File: config.mk
export PLATFORM = sky130hd
export DESIGN_NAME = spi_ram_burst
export DESIGN_NICKNAME = d
export VERILOG_FILES = /design/src/rtl/spi_ram_pkg.sv /design/src/rtl/spi_ram_burst_mem.sv /design/src/rtl/spi_ram_burst.sv
export SDC_FILE = /design/constraint.sdc
export NUM_CORES = 2
export LEC_CHECK = 0
export CORE_MARGIN = 2
export CORE_UTILIZATION = 66
export CTS_CLUSTER_SIZE = 12
export DETAILED_ROUTE_END_ITERATION = 6
export PLACE_DENSITY = 0.82
export REMOVE_ABC_BUFFERS = 1
export SETUP_SLACK_MARGIN = 0.05
export SYNTH_ARGS = -nofsm -noshare
export SYNTH_HDL_FRONTEND = slang
export SYNTH_SLANG_ARGS = --single-unit
File: constraint.sdc
create_clock -name clk -period 4.79 [get_ports clk]
set_input_delay 0.7185 -clock clk [delete_from_list [all_inputs] [get_ports clk]]
set_output_delay 0.7185 -clock clk [all_outputs]
set_load 0.01 [all_outputs]
File: src/rtl/spi_ram_pkg.sv
// Shared opcodes and FSM state type for the SPI-attached burst RAM.
package spi_ram_pkg;
   localparam logic [1:0] OP_SET_WADDR = 2'b00;
   localparam logic [1:0] OP_WRITE     = 2'b01;
   localparam logic [1:0] OP_SET_RADDR = 2'b10;
   localparam logic [1:0] OP_READ      = 2'b11;

   typedef enum logic {
      IDLE    = 1'b0,
      TX_HOLD = 1'b1
   } state_t;
endpackage

File: src/rtl/spi_ram_burst_mem.sv
// Synchronous MEM_DEPTH x DATA_WIDTH array, one write port and one registered read port.
module spi_ram_burst_mem #(
   parameter int ADDR_WIDTH = 8,
   parameter int DATA_WIDTH = 8,
   parameter int MEM_DEPTH  = 256
) (
   input  logic                  clk,
   input  logic                  rst,
   input  logic                  i_wr_en,
   input  logic [ADDR_WIDTH-1:0] i_wr_addr,
   input  logic [DATA_WIDTH-1:0] i_wr_data,
   input  logic                  i_rd_en,
   input  logic [ADDR_WIDTH-1:0] i_rd_addr,
   output logic [DATA_WIDTH-1:0] o_rd_data
);
   logic [DATA_WIDTH-1:0] r_mem [MEM_DEPTH];
   logic [DATA_WIDTH-1:0] r_rd_data;

   // Array contents are deliberately left unreset.
   always_ff @(posedge clk) begin
      if (i_wr_en) begin
         r_mem[i_wr_addr] <= i_wr_data;
      end
   end

   // Read register only moves on an accepted read, so it holds while tx is pending.
   always_ff @(posedge clk or posedge rst) begin
      if (rst) begin
         r_rd_data <= '0;
      end else if (i_rd_en) begin
         r_rd_data <= r_mem[i_rd_addr];
      end
   end

   assign o_rd_data = r_rd_data;
endmodule

File: src/rtl/spi_ram_burst.sv
// Command-decoded RAM behind an SPI slave: address/data commands, optional burst
// auto-increment, held tx_valid/tx_ack handshake and sticky error flags.
module spi_ram_burst
   import spi_ram_pkg::*;
#(
   parameter int ADDR_WIDTH = 8,
   parameter int DATA_WIDTH = 8,
   parameter int MEM_DEPTH  = 256,
   parameter bit AUTO_INC   = 1'b1,
   localparam int PW = (ADDR_WIDTH > DATA_WIDTH) ? ADDR_WIDTH : DATA_WIDTH
) (
   input  logic                  clk,
   input  logic                  rst,
   input  logic [PW+1:0]         din,
   input  logic                  rx_valid,
   input  logic                  tx_ack,
   output logic [DATA_WIDTH-1:0] dout,
   output logic                  tx_valid,
   output logic                  addr_err,
   output logic                  seq_err,
   output logic                  ovf_err,
   output state_t                dbg_state
);
   localparam logic [ADDR_WIDTH:0]   LP_DEPTH = (ADDR_WIDTH+1)'(MEM_DEPTH);
   localparam logic [ADDR_WIDTH-1:0] LP_LAST  = ADDR_WIDTH'(MEM_DEPTH - 1);

   // Handshake: dout is valid while tx_valid=1; a transfer completes in any
   // cycle where tx_valid=1 and tx_ack=1. tx_ack with tx_valid=0 is ignored.

   state_t                r_state, w_state_next;
   logic [ADDR_WIDTH-1:0] r_wr_ptr, r_rd_ptr;
   logic                  r_wr_set, r_rd_set;
   logic                  r_addr_err, r_seq_err, r_ovf_err;

   logic [1:0]            w_op;
   logic [ADDR_WIDTH-1:0] w_addr;
   logic [DATA_WIDTH-1:0] w_data;
   logic                  w_addr_ok;
   logic                  w_set_wa, w_set_ra, w_wr_cmd, w_rd_cmd;
   logic                  w_wr_en, w_rd_req, w_rd_accept;

   function automatic logic [ADDR_WIDTH-1:0] f_next(input logic [ADDR_WIDTH-1:0] p);
      return (p == LP_LAST) ? '0 : p + 1'b1;
   endfunction

   assign w_op      = din[PW+1:PW];
   assign w_addr    = din[ADDR_WIDTH-1:0];
   assign w_data    = din[DATA_WIDTH-1:0];
   assign w_addr_ok = ({1'b0, w_addr} < LP_DEPTH);

   assign w_set_wa  = rx_valid && (w_op == OP_SET_WADDR);
   assign w_set_ra  = rx_valid && (w_op == OP_SET_RADDR);
   assign w_wr_cmd  = rx_valid && (w_op == OP_WRITE);
   assign w_rd_cmd  = rx_valid && (w_op == OP_READ);
   assign w_wr_en   = w_wr_cmd && r_wr_set;
   assign w_rd_req  = w_rd_cmd && r_rd_set;

   always_comb begin
      w_state_next = r_state;
      w_rd_accept  = 1'b0;
      case (r_state)
         IDLE: begin
            if (w_rd_req) begin
               w_rd_accept  = 1'b1;
               w_state_next = TX_HOLD;
            end
         end
         TX_HOLD: begin
            // A read is only taken in the same cycle the pending word is consumed.
            if (tx_ack) begin
               w_rd_accept  = w_rd_req;
               w_state_next = w_rd_req ? TX_HOLD : IDLE;
            end
         end
         default: w_state_next = IDLE;
      endcase
   end

   always_ff @(posedge clk or posedge rst) begin
      if (rst) begin
         r_state <= IDLE;
      end else begin
         r_state <= w_state_next;
      end
   end

   always_ff @(posedge clk or posedge rst) begin
      if (rst) begin
         r_wr_ptr   <= '0;
         r_rd_ptr   <= '0;
         r_wr_set   <= 1'b0;
         r_rd_set   <= 1'b0;
         r_addr_err <= 1'b0;
         r_seq_err  <= 1'b0;
         r_ovf_err  <= 1'b0;
      end else begin
         if (w_set_wa) begin
            if (w_addr_ok) begin
               r_wr_ptr <= w_addr;
               r_wr_set <= 1'b1;
            end else begin
               r_addr_err <= 1'b1;
            end
         end
         if (w_set_ra) begin
            if (w_addr_ok) begin
               r_rd_ptr <= w_addr;
               r_rd_set <= 1'b1;
            end else begin
               r_addr_err <= 1'b1;
            end
         end
         if (w_wr_en && AUTO_INC) begin
            r_wr_ptr <= f_next(r_wr_ptr);
         end
         if (w_rd_accept && AUTO_INC) begin
            r_rd_ptr <= f_next(r_rd_ptr);
         end
         if ((w_wr_cmd && !r_wr_set) || (w_rd_cmd && !r_rd_set)) begin
            r_seq_err <= 1'b1;
         end
         if (w_rd_req && !w_rd_accept) begin
            r_ovf_err <= 1'b1;
         end
      end
   end

   spi_ram_burst_mem #(
      .ADDR_WIDTH(ADDR_WIDTH),
      .DATA_WIDTH(DATA_WIDTH),
      .MEM_DEPTH (MEM_DEPTH)
   ) u_mem (
      .clk      (clk),
      .rst      (rst),
      .i_wr_en  (w_wr_en),
      .i_wr_addr(r_wr_ptr),
      .i_wr_data(w_data),
      .i_rd_en  (w_rd_accept),
      .i_rd_addr(r_rd_ptr),
      .o_rd_data(dout)
   );

   assign tx_valid  = (r_state == TX_HOLD);
   assign addr_err  = r_addr_err;
   assign seq_err   = r_seq_err;
   assign ovf_err   = r_ovf_err;
   assign dbg_state = r_state;
endmodule

======== Word-level counts from Yosys, hierarchy flattened ========
Memory sizes are Yosys's and may differ from the RTL's. A register that Yosys moved wholly into a read port is not among the register bits.
Index checks and enable logic that the tools add are counted.
word-level totals
  bits in registers ....................... 21
  memory bits (writable) .................. 2048
  input port bits ......................... 14
  output and inout port bits .............. 13
  memories ................................ 1
memories
  name         words  bits a word  read ports  clocked after memory_dff  write ports  RTL line                 source
  u_mem.r_mem  256    8            1           1                         1            spi_ram_burst_mem.sv:16  logic [DATA_WIDTH-1:0] r_mem [MEM_DEPTH];
cells by class
  $add $sub $neg .......................... 2
  equality and inequality tests ........... 5
  mux-type cells .......................... 13
  bitwise logic cells ..................... 1
  reduce and logical (&&, ||, !) cells .... 16
operators with widths
  cell                                            number
  two-way mux 8 bit                               6
  adder 8 x 1 -> 8 bit (second input constant)    2
  == test 8 bit (second input constant)           2
  logical AND 1 bit                               9
  two-way mux 1 bit                               5
  == test 2 bit (second input constant)           2
  case mux 1 bit (2 select lines)                 2
  nonzero test 2 bit                              2
  logical NOT 1 bit                               3
  == test 2 x 1 -> 1 bit (second input constant)  1
  logical NOT 2 bit                               1
  logical OR 1 bit                                1
  inverter 1 bit                                  1

======== Logic depth before layout (Yosys ltp) ========
  word-level depth ........................ 7
  gate-level depth with buffers ........... 13
  depth with buffers taken out ............ 7

======== Hierarchy ========
A second synthesis with hierarchy kept.
second synthesis, totals
  cell total of the unflattened synthesis .. 4063
  area total of the unflattened synthesis .. 81440.6 um^2
modules (own cells, without submodules)
  module             instances  cells each  area an instance (um^2)  sequential area each (um^2)
  spi_ram_burst_mem  1          3933        80209.4                  61699.2
  spi_ram_burst      1          130         1231.2                   525.5

======== Worst setup path before layout ========
Ideal clock, no wire load.
  path kind ............................... in2reg
  start ................................... input port din[9]
  end ..................................... memory u_mem.r_mem[198][0] (enable)
  setup time .............................. 0.370 ns
  data arrival time ....................... 2.347 ns
  data required time ...................... 4.420 ns
  setup slack ............................. 2.073 ns
  stages on the path ...................... 6
  buffers on the path ..................... 2
  path through ............................ clkbuf_1 nand4b_1 nor3_1 nand3_1 clkbuf_1 nor2_1
between the ends
  longest elaborated chain between the ends .. 5
ends and longest elaborated chain
  element                                  RTL line                 source
  start: declaration                       spi_ram_burst.sv:14      input logic [PW+1:0] din,
  == test 2 x 1 -> 1 bit                   spi_ram_burst.sv:53      assign w_wr_cmd = rx_valid && (w_op == OP_WRITE);
  logical AND 1 bit                        spi_ram_burst.sv:53
  logical AND 1 bit                        spi_ram_burst.sv:55      assign w_wr_en = w_wr_cmd && r_wr_set;
  two-way mux 1 bit                        spi_ram_burst_mem.sv:21  if (i_wr_en) begin
  two-way mux 1 bit (not written as such)  spi_ram_burst_mem.sv:22  r_mem[i_wr_addr] <= i_wr_data;
  end: declaration                         spi_ram_burst_mem.sv:16
Every way passes these cells.

==> flow_summary.yaml <==
run_status:
  status: "finished with violations"
  failed_checks: "DRC"
synthesis:
  synth_cells: 4011
  syn-cell-area_mm2: 0.08150
  synth.distinct_cells: 78
  synth_seq_cells: 2077
  synthFlopType: "edfxtp_1"
  ys_warn_count: 0
  syn_area_per_cell_um2: 20.32
  synth-edff-count: 2048
  synthArstFlopShare_pct: 1.396
  seq_area_frac_synth_pct: 76.35
floorplanning:
  die-area_mm2: 0.1263
  die_y_um: 355.4
  die_w_um: 355.4
  row_count: 128
  initial_core_util_pct: 66.69
  fp.coreArea_mm2: 0.1222
  pin_count: 27
clocking:
  cts_repair_resize_count: 0
  hold_buffers: 0
  cts_sinks: 2077
  cts_setup_buffers: 0
  clkTransAtPathRegs_ps: 60
  cts_tree: "yes"
  clock_latency_ps: 830
  h-tree-depth: 4
  cts_buffers: 199
  cts_buffer_depth: 3
  cts-root-buf: "clkbuf_16"
placed_design:
  port_buffers: 25
  gp_congestion: 0.9467
  dp_hpwl_mm: 134.6
  placed_cells: 5674
timing:
  slew_violations: 0
  whs_ps: 367.9
  post-route-period-util_pct: 95.13
  slew_headroom_pct: 6.224
  hold_viol: 0
  worstMarginPinSlew_ps: 1401
  fmax_mhz: 219.5
  rsz0062_at_grt: "no"
  layout_min_cycle_time_ps: 4557
  fin_skew_ps: 28.82
  setup_viol: 0
worst_setup_path:
  reg2reg_depth: 8
  required_ps: 5470
  cp_data_arrival_time_ps: 5240
  critPathKind: "reg2reg"
  crit_fanout: 47
  cp-end-kind: "register"
  critPathLaunchType: "register"
  crit_chain: "buf_4, inv_1, nor2_1, a221oi_1, o21ai_0, a31oi_1, a31oi_1, a41oi_1"
  cpPeakStageDelay_ps: 1060
  slowest_stage: "dfrtp_4"
  cp_common_cell: "a31oi_1"
grt:
  grt_max_degree: 137
  grt_pass1_wl_mm: 322.6
  grt-ovfl-total: 0
  grtUsageTotal_pct: 36.62
  antenna_found_initial: 11
  grt_pass1_vias: 44119
detailed_routing:
  wl_mm: 228.3
  first_pass_iters: 7
  dr_total_vias: 45002
  ant_nets: 0
  drc: 14
  avgViaCountPerCell: 7.499
  first_iter_violations: 8384
  wl_per_cell_um: 38.04
final_layout:
  n_fill_cell: 6332
  layout_common_cells: "edfxtp_1 (2048), mux4_2 (431), nor2_1 (324)"
  multi_input_area_mm2: 0.01773
  register_area_mm2: 0.06224
  layout_commonest_cell: "edfxtp_1"
  layout.nets: 4269
  instances_no_fill: 6001
  drive_gt1_share_pct: 21.89
  syn_to_final_growth_pct: 10.80
job:
  maxCapViolCount: 0
power:
  ir_drop_mv: 0.5594
  powerDensity_mw_per_mm2: 478.6
  p_leak_uw: 0.02831
min_path:
  min_path_type: "in2async"
metrics by stage:
stage               power (µW)  utilization, %  TNS, ps  setup WS (ps)  area, µm²
floorplan                26040               -  -257160         -18180      79950
global placement         28430           69.15        0          784.7      84490
detailed placement       28560           69.15        0          636.7      84490
CTS                      42860           73.89        0          729.7      90290
global route             43880           73.89        0          417.0      90290
finish                   43220           73.90        0          233.5      90300
cell usage after synthesis, drive strengths merged (42+ instances only):
cell type,n,area share [%]
mux4,442,12
nand3,52,0.33
a22oi,42,0.39
o21ai,50,0.31
nor2,327,1.5
nand2,148,0.68
mux2i,208,2.6
edfxtp,2048,75
a21oi,63,0.39
clkbuf,96,0.44
o22ai,54,0.41
o221ai,46,0.49
buf,140,1.5
state kept, by name, indices dropped and copies added (netlist names):
register,flops
ovf_err,1
r_wr_ptr,8
seq_err,1
r_wr_set,1
u_mem.r_mem,2048
r_rd_set,1
dbg_state,1
u_mem.o_rd_data,8
r_rd_ptr,8
final timing paths:
kind | from | end | slack [ps]
max | r_rd_ptr[1]$_DFFE_PP0P_ | u_mem.o_rd_data[6]$_DFFE_PP0P_ | 230
min | rst | u_mem.o_rd_data[5]$_DFFE_PP0P_ | 370
max reg2reg | r_rd_ptr[1]$_DFFE_PP0P_ | u_mem.o_rd_data[6]$_DFFE_PP0P_ | 230
min reg2reg | seq_err$_DFFE_PP0P_ | seq_err$_DFFE_PP0P_ | 480
max in group asynchronous | rst | r_rd_ptr[2]$_DFFE_PP0P_ | 3960
min in group clk | din[5] | u_mem.r_mem[138][5]$_DFFE_PP_ | 440
power by group:
part / internal (µW) / leakage [µW] / switching (µW) / total, µW
sequential: 20000 / 0.0187 / 392 / 20400
clock: 8050 / 0.00279 / 6490 / 14500
combinational: 3180 / 0.00679 / 5070 / 8250
total: 31300 / 0.0283 / 11900 / 43200
layer usage:
layer | GRT usage, % | part of all wire [%] | vias to the layer above
met5 | 0 | 0.087 | -
met4 | 20.36 | 6.8 | 22
met3 | 13.47 | 16 | 919
met2 | 53.96 | 45 | 4403
met1 | 48.05 | 32 | 22630
li1 | - | - | 17028
logic make-up (layout without fill, tap and decap cells):
group / Yosys count / count (layout) / share of synthesized area (%)
flip-flops: 2077 / 2077 / 76.35
multiplexers: 663 / 663 / 15.00
AND/OR/NAND/NOR: 636 / 636 / 3.347
AO/OA/AOI/OAI: 383 / 383 / 3.273
buffers and inverters: 246 / 606 / 1.945
adder cells (fa/ha/maj): 5 / 5 / 0.07676
other: 1 / 6 / 0.004601
critical path: cells and delay by family, from the launching register on:
family                 cells  cell delay [ps]
DFF                        1             1060
buffers and inverters      2              670
AOI/OAI and AO/OA          5             1940
and+or+nand+nor            1              730
layout make-up:
class | instances | share of cell area [%]
Tap cell | 1625 | 2.252
Clock inverter | 34 | 0.3090
Clock buffer | 288 | 6.106
Antenna cell | 5 | 0.01386
Multi-Input combinational cell | 1688 | 19.64
Timing Repair Buffer | 274 | 2.713
Inverter | 10 | 0.04434
Sequential cell | 2077 | 68.93
(Power assumes the default switching activity.)
